`config.mk`:
```
export PLATFORM = sky130hd
export DESIGN_NAME = inst_fetch_flat
export DESIGN_NICKNAME = d
export VERILOG_FILES = /design/src/rtl/inst_fetch_if.sv /design/src/rtl/inst_fetch.sv /design/src/flat_wrapper.sv
export SDC_FILE = /design/constraint.sdc
export NUM_CORES = 1
export LEC_CHECK = 0
export BUFFER_PORTS_ARGS = -buffer_cell sky130_fd_sc_hd__clkbuf_2
export CAP_MARGIN = 10
export CORE_MARGIN = 2
export CORE_UTILIZATION = 45
export DETAILED_ROUTE_END_ITERATION = 10
export GPL_TIMING_DRIVEN = 0
export PLACE_DENSITY = 0.74
export SLEW_MARGIN = 20
export SYNTH_ARGS = -nofsm -noshare
export SYNTH_HDL_FRONTEND = slang
export SYNTH_SLANG_ARGS = --single-unit
```
`constraint.sdc`:
```
create_clock -name clk -period 5.99 [get_ports clk]
set_clock_uncertainty 0.1 [all_clocks]
set_input_delay 1.4975 -clock clk [delete_from_list [all_inputs] [get_ports clk]]
set_output_delay 1.4975 -clock clk [all_outputs]
set_load 0.01 [all_outputs]
```
`src/rtl/inst_fetch_if.sv`:
```
`default_nettype none
// ============================================================================
// Module      : inst_fetch_if
// Description : ROM fetch bus plus decode-side presentation bus for inst_fetch.
// Revision    : 1.0
// ============================================================================
interface inst_fetch_if #(
    parameter int ADDR_W = 32,
    parameter int INST_W = 64
);
    logic              rom_ce;
    logic [ADDR_W-1:0] rom_addr;
    logic [INST_W-1:0] rom_inst;
    logic              stall;
    logic              branch_flag;
    logic [ADDR_W-1:0] branch_target;
    logic              if_valid;
    logic [ADDR_W-1:0] if_pc;
    logic [INST_W-1:0] if_inst;

    modport master (
        output rom_ce, rom_addr, if_valid, if_pc, if_inst,
        input  rom_inst, stall, branch_flag, branch_target
    );

    modport slave (
        input  rom_ce, rom_addr, if_valid, if_pc, if_inst,
        output rom_inst, stall, branch_flag, branch_target
    );
endinterface
`default_nettype wire

```
`src/rtl/inst_fetch.sv`:
```
`default_nettype none
// ============================================================================
// Module      : inst_fetch
// Description : Instruction fetch front end with prefetch FIFO, stall and
//               branch redirect/flush toward decode.
// Revision    : 1.0
// ============================================================================
module inst_fetch #(
    parameter int ADDR_W     = 32,
    parameter int INST_W     = 64,
    parameter int PC_STEP    = 16,
    parameter int FIFO_DEPTH = 4
) (
    input  wire logic   clk,
    input  wire logic   rst,
    inst_fetch_if.master bus
);
    localparam int c_PTR_W = $clog2(FIFO_DEPTH);
    localparam int c_CNT_W = c_PTR_W + 1;

    logic               r_rom_ce;
    logic [ADDR_W-1:0]  r_fetch_pc;
    logic [c_CNT_W-1:0] r_count;
    logic [c_PTR_W-1:0] r_rd_ptr;
    logic [c_PTR_W-1:0] r_wr_ptr;
    logic [ADDR_W-1:0]  r_fifo_pc   [FIFO_DEPTH];
    logic [INST_W-1:0]  r_fifo_inst [FIFO_DEPTH];
    logic               r_if_valid;
    logic [ADDR_W-1:0]  r_if_pc;
    logic [INST_W-1:0]  r_if_inst;

    logic w_full;
    logic w_pop;
    logic w_push;

    assign w_full = (r_count == c_CNT_W'(FIFO_DEPTH));
    assign w_pop  = !bus.stall && (r_count != '0) && !bus.branch_flag;
    // A full FIFO still accepts a push when the head leaves on the same edge.
    assign w_push = r_rom_ce && !bus.branch_flag && (!w_full || w_pop);

    assign bus.rom_ce   = r_rom_ce;
    assign bus.rom_addr = r_fetch_pc;
    assign bus.if_valid = r_if_valid;
    assign bus.if_pc    = r_if_pc;
    assign bus.if_inst  = r_if_inst;

    always_ff @(posedge clk or posedge rst) begin
        if (rst) begin
            r_rom_ce   <= 1'b0;
            r_fetch_pc <= '0;
        end else begin
            r_rom_ce <= 1'b1;
            if (bus.branch_flag) begin
                r_fetch_pc <= bus.branch_target;
            end else if (w_push) begin
                r_fetch_pc <= r_fetch_pc + ADDR_W'(PC_STEP);
            end
        end
    end

    always_ff @(posedge clk or posedge rst) begin
        if (rst) begin
            r_count  <= '0;
            r_rd_ptr <= '0;
            r_wr_ptr <= '0;
        end else if (bus.branch_flag) begin
            r_count  <= '0;
            r_rd_ptr <= '0;
            r_wr_ptr <= '0;
        end else begin
            if (w_push) begin
                r_wr_ptr <= r_wr_ptr + 1'b1;
            end
            if (w_pop) begin
                r_rd_ptr <= r_rd_ptr + 1'b1;
            end
            if (w_push && !w_pop) begin
                r_count <= r_count + 1'b1;
            end else if (w_pop && !w_push) begin
                r_count <= r_count - 1'b1;
            end
        end
    end

    // Storage needs no reset: entries are only read below the count.
    always_ff @(posedge clk) begin
        if (w_push) begin
            r_fifo_pc[r_wr_ptr]   <= r_fetch_pc;
            r_fifo_inst[r_wr_ptr] <= bus.rom_inst;
        end
    end

    always_ff @(posedge clk or posedge rst) begin
        if (rst) begin
            r_if_valid <= 1'b0;
            r_if_pc    <= '0;
            r_if_inst  <= '0;
        end else if (bus.branch_flag) begin
            r_if_valid <= 1'b0;
            r_if_inst  <= '0;
        end else if (!bus.stall) begin
            if (w_pop) begin
                r_if_valid <= 1'b1;
                r_if_pc    <= r_fifo_pc[r_rd_ptr];
                r_if_inst  <= r_fifo_inst[r_rd_ptr];
            end else begin
                r_if_valid <= 1'b0;
                r_if_inst  <= '0;
            end
        end
    end
endmodule
`default_nettype wire

```
`src/flat_wrapper.sv`:
```
// flat-port wrapper written by rule: the top's interface ports become plain ports
module inst_fetch_flat 
#(
    parameter int ADDR_W     = 32,
    parameter int INST_W     = 64,
    parameter int PC_STEP    = 16,
    parameter int FIFO_DEPTH = 4
)
  (clk, rst, bus_rom_ce, bus_rom_addr, bus_if_valid, bus_if_pc, bus_if_inst, bus_rom_inst, bus_stall, bus_branch_flag, bus_branch_target);
  inst_fetch_if #(.ADDR_W(ADDR_W), .INST_W(INST_W)) bus_i ();
  input  wire logic clk;
  input  wire logic rst;
  output wire logic [$bits(bus_i.rom_ce)-1:0] bus_rom_ce;
  output wire logic [$bits(bus_i.rom_addr)-1:0] bus_rom_addr;
  output wire logic [$bits(bus_i.if_valid)-1:0] bus_if_valid;
  output wire logic [$bits(bus_i.if_pc)-1:0] bus_if_pc;
  output wire logic [$bits(bus_i.if_inst)-1:0] bus_if_inst;
  input wire logic [$bits(bus_i.rom_inst)-1:0] bus_rom_inst;
  input wire logic [$bits(bus_i.stall)-1:0] bus_stall;
  input wire logic [$bits(bus_i.branch_flag)-1:0] bus_branch_flag;
  input wire logic [$bits(bus_i.branch_target)-1:0] bus_branch_target;
  assign bus_rom_ce = bus_i.rom_ce;
  assign bus_rom_addr = bus_i.rom_addr;
  assign bus_if_valid = bus_i.if_valid;
  assign bus_if_pc = bus_i.if_pc;
  assign bus_if_inst = bus_i.if_inst;
  assign bus_i.rom_inst = bus_rom_inst;
  assign bus_i.stall = bus_stall;
  assign bus_i.branch_flag = bus_branch_flag;
  assign bus_i.branch_target = bus_branch_target;
  inst_fetch #(.ADDR_W(ADDR_W), .INST_W(INST_W), .PC_STEP(PC_STEP), .FIFO_DEPTH(FIFO_DEPTH)) u_core (.clk(clk), .rst(rst), .bus(bus_i));
endmodule
```
==> results of run 1 <==
[state kept, by name, indices dropped and copies added (netlist names)]
signal	cells
u_core.bus.if_pc	32
u_core.r_fifo_pc	128
u_core.r_wr_ptr	2
u_core.r_fifo_inst	256
u_core.bus.if_valid	1
u_core.r_count	3
u_core.bus.if_inst	64
u_core.r_rd_ptr	2
u_core.bus.rom_addr	32
u_core.bus.rom_ce	1
[worst min path at each step]
stage | start | to | slack, ns | cells after the start
floorplan | u_core.bus.if_valid | u_core.bus.if_valid | 0.42 | 1
global placement | u_core.bus.if_valid | u_core.bus.if_valid | 0.37 | 1
detailed placement | u_core.bus.if_valid | u_core.bus.if_valid | 0.37 | 1
CTS | u_core.bus.if_valid | u_core.bus.if_valid | 0.39 | 1
global route | u_core.bus.if_valid | u_core.bus.if_valid | 0.41 | 1
finish | u_core.bus.if_valid | u_core.bus.if_valid | 0.38 | 1
[routing by layer]
| layer | vias up | share of wire |
|---|---|---|
| met3 | 79 | 0.062 |
| met5 | - | 0.00044 |
| met4 | 4 | 0.026 |
| met2 | 352 | 0.49 |
| li1 | 4589 | - |
| met1 | 5465 | 0.43 |
[cell families after synthesis]
family | after synthesis
AOI/OAI and AO/OA | 118
xor gates and xnor gates | 10
adders and majority gates | 6
buffers and inverters | 66
DFF | 521
muxes | 133
other | 1
and+or+nand+nor | 121
[area by class of cell]
cell class / instances / area, um2
buffer: 55 / 231
fill: 3353 / 19600
clock inverter: 31 / 298
inverter: 11 / 48.8
clock buffer: 66 / 1410
tap: 585 / 732
multi-input combinational: 389 / 4340
timing repair buffer: 236 / 1350
sequential: 521 / 15000
[Yosys cell counts (all sizes together) (6+ instances only)]
cell,count
or4,14
inv,11
o21ai,8
clkbuf,43
dfrtp,137
nand4,8
edfxtp,384
nand3,17
o211ai,6
a31oi,13
nor3,7
nor2,24
mux2,36
o31ai,11
o311ai,7
a22o,64
mux4,96
nand2,29
xnor2,9
buf,12
[power groups by stage]
stage	logic [mW]	registers, mW	clock network (mW)
floorplan	0.789	4.52	0
global placement	1.36	4.47	0
detailed placement	1.41	4.47	0
CTS	1.41	4.40	3.32
global route	1.50	4.44	3.45
finish	1.37	4.40	3.24
[metrics by stage]
step	total power, mW	hold slack (ns)
after floorplan	5.31	0.418
after global placement	5.84	0.365
after detailed placement	5.88	0.373
after CTS	9.14	0.386
after global routing	9.39	0.407
final	9.01	0.384
==> flow_summary.json, run 1 <==
{
  "area_delta_synth_final_pct": 19.5,
  "crit_buf_inv": 3,
  "initial_core_util": 0.455,
  "crit_arrival_ns": 3.63,
  "cts.sinks": 521,
  "syn_area_per_cell_um2": 20.0,
  "grt-busiest-layer": "met2",
  "tightest_slew_ns": 0.951,
  "reg2reg_to": "u_core.r_fifo_inst[0][32]",
  "endpoint": "u_core.r_fifo_inst[0][32]",
  "p_clk_frac": 0.359,
  "drive_gt1_frac": 0.360,
  "synth.yosys.seq_area_share": 0.765,
  "syn_area_um2": 19600,
  "synth.area.mux_share": 0.132,
  "grt_pass1_wl_um": 65700,
  "synth_warnings": 0,
  "vias": 10489,
  "cp_cell_sequence": "buf_2, nand4bb_1, nand2_1, nor2_1, and2_4, buf_16, buf_12",
  "num_rows": 76,
  "core_region_area_um2": 43000,
  "post-route-util": 0.544,
  "internal_power_mw": 6.75,
  "post-route-period-util": 0.579,
  "postCtsResizedCells": 0,
  "hpwl_um": 27700,
  "n_antenna_cell": 0,
  "dieWidth_um": 212,
  "dieArea_um2": 45100,
  "status": "completed",
  "cpPeakStageDelay_ns": 0.53,
  "setup_violations": 0,
  "ff2ff_path_depth": 6,
  "grt_overflow": 0,
  "grtUsageMet3": 0.0399,
  "cp-start-kind": "input port",
  "ir_drop_uv": 371,
  "cts_htree_levels": 2,
  "synth_simple_gate_area_frac": 0.0329,
  "cts_setup_buffers": 0,
  "final-max-slew-violation-count": 0,
  "hp-class": "reg2reg",
  "postSynth.asyncResetShare": 0.263,
  "ys_ff_latch": 521,
  "drtAntennaViolNets": 0,
  "synthFlopType": "edfxtp_1",
  "final_common_cell": "edfxtp_1",
  "synth_edf_count": 384,
  "use_met2": 0.316,
  "critPathSlowestCell": "and2_4",
  "cap_violations": 0,
  "grt_max_degree": 74,
  "power_density_nw_per_um2": 385,
  "end_kind": "flip-flop",
  "drc_errors": 0,
  "cts_hold_buffers": 0,
  "via_per_inst": 5.54,
  "dr.pass1.iters": 5,
  "cp_max_fo": 40,
  "synth-compound-area-share": 0.0477,
  "antenna_found_initial": 2,
  "timing.rr.start": "u_core.bus.rom_ce",
  "drt-total-wl_um": 43600,
  "period_needed_ns": 3.47,
  "crit_start": "bus_stall",
  "netlist_instances": 976,
  "synth_adder_area_share": 0.00422,
  "dp_slack_ns": 1.85,
  "relSlewSlack": 0.366,
  "io_pins": 230,
  "use_met1": 0.269,
  "synth_top_family_by_area": "multiplexers",
  "rsz0062_at_grt": "false",
  "io_buffer_count": 227,
  "cts.clk_slew.worst_paths_ns": 0.06,
  "wl_per_cell_um": 23.0,
  "p_comb_frac": 0.153,
  "clk_latency_ns": 0.59,
  "setup_slack_ns": 2.52,
  "cts_buffers": 52,
  "dp.cells": 1797,
  "setup.reg_to_reg.worst_slack_ns": 2.91,
  "sequentialPowerShare": 0.488,
  "die-height_um": 212,
  "timing.fmax_mhz": 288,
  "drtIter0Drc": 952,
  "yosys.area.top_type": "edfxtp_1",
  "placed_area_um2": 21700,
  "power_leakage_nw": 8.49,
  "track_usage": 0.197,
  "grt_pass1_vias": 10886,
  "clock_path_buffers": 3,
  "hold_viol_final": 0,
  "tns_ns": 0,
  "p_sw_mw": 2.26,
  "switching_share": 0.251,
  "layout_common_cells": "edfxtp_1, clkbuf_2, dfrtp_1",
  "synth_top_area_share": 0.590,
  "yosysUniqueCellTypes": 44,
  "required_ns": 6.15,
  "critPathKind": "in2reg",
  "path_delay_family": "simple AND/OR/NAND/NOR gates",
  "synth_fp_nets": 1082,
  "cp.depth": 7,
  "synth_area_leaders": "edfxtp_1, dfrtp_1, mux4_2, a22o_1, mux2_2",
  "place_congestion": 0.811,
  "cts_tree": "built",
  "clockRootBuffer": "clkbuf_16",
  "final_cells": 1894,
  "nets": 1372,
  "postLayoutCellArea_um2": 23400,
  "synth_xor_area_frac": 0.00448
}
Note: power is estimated with default switching activity, not from simulation.
==> run 2: changes to the inputs <==
--- a/config.mk
+++ b/config.mk
@@ -5,13 +5,14 @@
 export SDC_FILE = /design/constraint.sdc
 export NUM_CORES = 1
 export LEC_CHECK = 0
+export ABC_AREA = 1
 export BUFFER_PORTS_ARGS = -buffer_cell sky130_fd_sc_hd__clkbuf_2
 export CAP_MARGIN = 10
 export CORE_MARGIN = 2
 export CORE_UTILIZATION = 45
 export DETAILED_ROUTE_END_ITERATION = 10
 export GPL_TIMING_DRIVEN = 0
-export PLACE_DENSITY = 0.74
+export PLACE_DENSITY = 0.76
 export SLEW_MARGIN = 20
 export SYNTH_ARGS = -nofsm -noshare
 export SYNTH_HDL_FRONTEND = slang
==> constraint.sdc (replaced) <==
create_clock -name clk -period 2.8 [get_ports clk]
set_clock_uncertainty 0.1 [all_clocks]
set_input_delay 0.7 -clock clk [delete_from_list [all_inputs] [get_ports clk]]
set_output_delay 0.7 -clock clk [all_outputs]
set_load 0.01 [all_outputs]
==> flow_summary.json, run 2 <==
{
  "relSlewSlack": 0.342,
  "clock_path_buffers": 3,
  "hold_viol_final": 0,
  "cp_max_fo": 22,
  "cp-start-kind": "flip-flop",
  "antenna_found_initial": 2,
  "track_usage": 0.230,
  "cts_hold_buffers": 1,
  "end_kind": "flip-flop",
  "grt_pass1_wl_um": 83200,
  "largest_reg_flops": 256,
  "period_needed_ns": 2.65,
  "min_path_cells": 3,
  "ir_drop_uv": 475,
  "timing.fmax_mhz": 378,
  "final_cells": 2731,
  "ys_ff_latch": 521,
  "synth.yosys.seq_area_share": 0.723,
  "netlist_instances": 1775,
  "syn_area_per_cell_um2": 11.7,
  "final-max-slew-violation-count": 0,
  "cts_htree_levels": 2,
  "regMostFlops": "u_core.r_fifo_inst",
  "cts_buffers": 55,
  "required_ns": 3.00,
  "cts_setup_buffers": 0,
  "num_rows": 78,
  "cpPeakStageDelay_ns": 0.47,
  "via_per_inst": 5.46,
  "synth_most_common_cell": "nand2_1",
  "timing.rr.start": "u_core.bus.rom_ce",
  "critPathKind": "reg2reg",
  "synth.area.mux_share": 0,
  "reg2reg_to": "u_core.r_fifo_inst[1][22]",
  "hp-start": "bus_branch_target[0]",
  "power_density_nw_per_um2": 855,
  "synth_top_family_by_area": "simple AND/OR/NAND/NOR gates",
  "dp_slack_ns": -0.243,
  "wl_per_cell_um": 20.2,
  "setup_slack_ns": 0.154,
  "cts.sinks": 521,
  "dieWidth_um": 218,
  "synth_xor_area_frac": 0.00423,
  "cap_violations": 0,
  "hold_slack_ns": 0.203,
  "synth_fp_nets": 1881,
  "grt_overflow": 0,
  "synth-compound-area-share": 0.0799,
  "setup.reg_to_reg.worst_slack_ns": 0.15,
  "synth_warnings": 0,
  "cp_cell_sequence": "inv_1, nor2_4, nand2_2, buf_6, buf_6, nor2_4, buf_16, buf_12, buf_12",
  "dr.pass1.iters": 5,
  "syn_area_um2": 20700,
  "die-height_um": 218,
  "crit_arrival_ns": 2.84,
  "hpwl_um": 36500,
  "vias": 14912,
  "postSynth.asyncResetShare": 0.263,
  "final_common_cell": "nand2_1",
  "hp-class": "in2reg",
  "core_region_area_um2": 45400,
  "n_antenna_cell": 0,
  "synth_edf_count": 384,
  "dp.cells": 2627,
  "nets": 2191,
  "clk_latency_ns": 0.60,
  "drtIter0Drc": 1633,
  "setup_violations": 0,
  "cts.clk_slew.worst_paths_ns": 0.06,
  "cts_tree": "built",
  "io_buffer_count": 228,
  "grt_max_degree": 32,
  "placed_area_um2": 23200,
  "drt-total-wl_um": 55200,
  "postCtsResizedCells": 0,
  "place_congestion": 0.867,
  "status": "completed",
  "power_leakage_nw": 10.2,
  "synthFlopType": "edfxtp_1",
  "drtAntennaViolNets": 0,
  "postLayoutCellArea_um2": 25000,
  "post-route-period-util": 0.945,
  "dieArea_um2": 47700,
  "synth_top_area_share": 0.557,
  "rsz0062_at_grt": "false",
  "synth_area_leaders": "edfxtp_1, dfrtp_1, nand2_1, nor2_1, o22ai_1",
  "synth_adder_area_share": 0.00399,
  "initial_core_util": 0.456,
  "tightest_slew_ns": 0.988,
  "layout_common_cells": "nand2_1, edfxtp_1, nor2_1",
  "yosys.area.top_type": "edfxtp_1",
  "synth_simple_gate_area_frac": 0.155,
  "io_pins": 230,
  "area_delta_synth_final_pct": 20.9,
  "critPathSlowestCell": "nor2_4",
  "ff2ff_path_depth": 9,
  "netlist_top_cells_count": "nand2_1, edfxtp_1, nor2_1",
  "drive_gt1_frac": 0.201,
  "yosysUniqueCellTypes": 33,
  "grt_pass1_vias": 14649,
  "hold_path_end": "u_core.bus.rom_addr[0]",
  "clockRootBuffer": "clkbuf_16",
  "tns_ns": 0,
  "drc_errors": 0
}
[run 2: changes by cell type after synthesis, sizes merged, moves of 64 or more]
cell,before,now
a22o,64,0
mux4,96,0
nand2,29,421
nand3,17,104
nor2,24,244
o21ai,8,199
o22ai,0,97
[run 2: worst max-delay path by stage]
| stage | start | endpoint | slack [ns] | cells past startpoint |
|---|---|---|---|---|
| finish | u_core.bus.rom_ce | u_core.r_fifo_inst[1][22] | 0.15 | 9 |
| global route | u_core.bus.rom_ce | u_core.r_fifo_inst[1][22] | 0.07 | 9 |
| CTS | u_core.bus.rom_ce | u_core.r_fifo_inst[1][22] | 0.13 | 9 |
| detailed placement | bus_stall | u_core.r_fifo_inst[1][25] | -0.24 | 9 |
| global placement | bus_stall | u_core.r_fifo_inst[3][27] | -3.66 | 6 |
| floorplan | bus_branch_flag | u_core.r_fifo_inst[1][0] | -1.54 | 6 |
[run 2: worst max-delay path, delay by kind of cell, from the launching register on]
family                 cells  cell delay (ns)
buffers and inverters      6             1.10
and+or+nand+nor            3             0.71
DFF                        1             0.39
[run 2: final cells by class]
cell class / count / area [um2]
plain buffers: 101 / 533
clock buffers: 70 / 1530
clock inverters: 33 / 272
fillers: 3678 / 20400
inverters: 47 / 185
multi-input cells: 1106 / 5070
flip-flops and latches: 521 / 15000
well taps: 600 / 751
repair buffers: 253 / 1720
[run 2: stage by stage]
step | total power, mW | util
CTS | 21.5 | 0.551
global route | 22.3 | 0.551
detailed placement | 14.3 | 0.511
global placement | 14.1 | 0.498
finish | 21.4 | 0.551
floorplan | 12.4 | -
[run 2: cells by family after synthesis]
group | count (synthesis)
and+or+nand+nor | 786
DFF | 521
AOI/OAI and AO/OA | 303
buffers and inverters | 148
xor gates and xnor gates | 10
adders and majority gates | 6
other | 1
[run 2: power breakdown]
part | total [mW] | internal, mW | switching [mW]
Combinational | 4.39 | 1.48 | 2.91
Clock | 7.17 | 4.21 | 2.96
Sequential | 9.82 | 9.23 | 0.588
Total | 21.4 | 14.9 | 6.46
[run 2: metal layers]
layer | global-route usage | vias to the layer above | wire length, um
met4 | 0.0850 | 4 | 1680
met2 | 0.389 | 702 | 27000
met1 | 0.297 | 7272 | 22100
li1 | - | 6831 | -
met3 | 0.0402 | 103 | 4390
met5 | 0 | - | 22
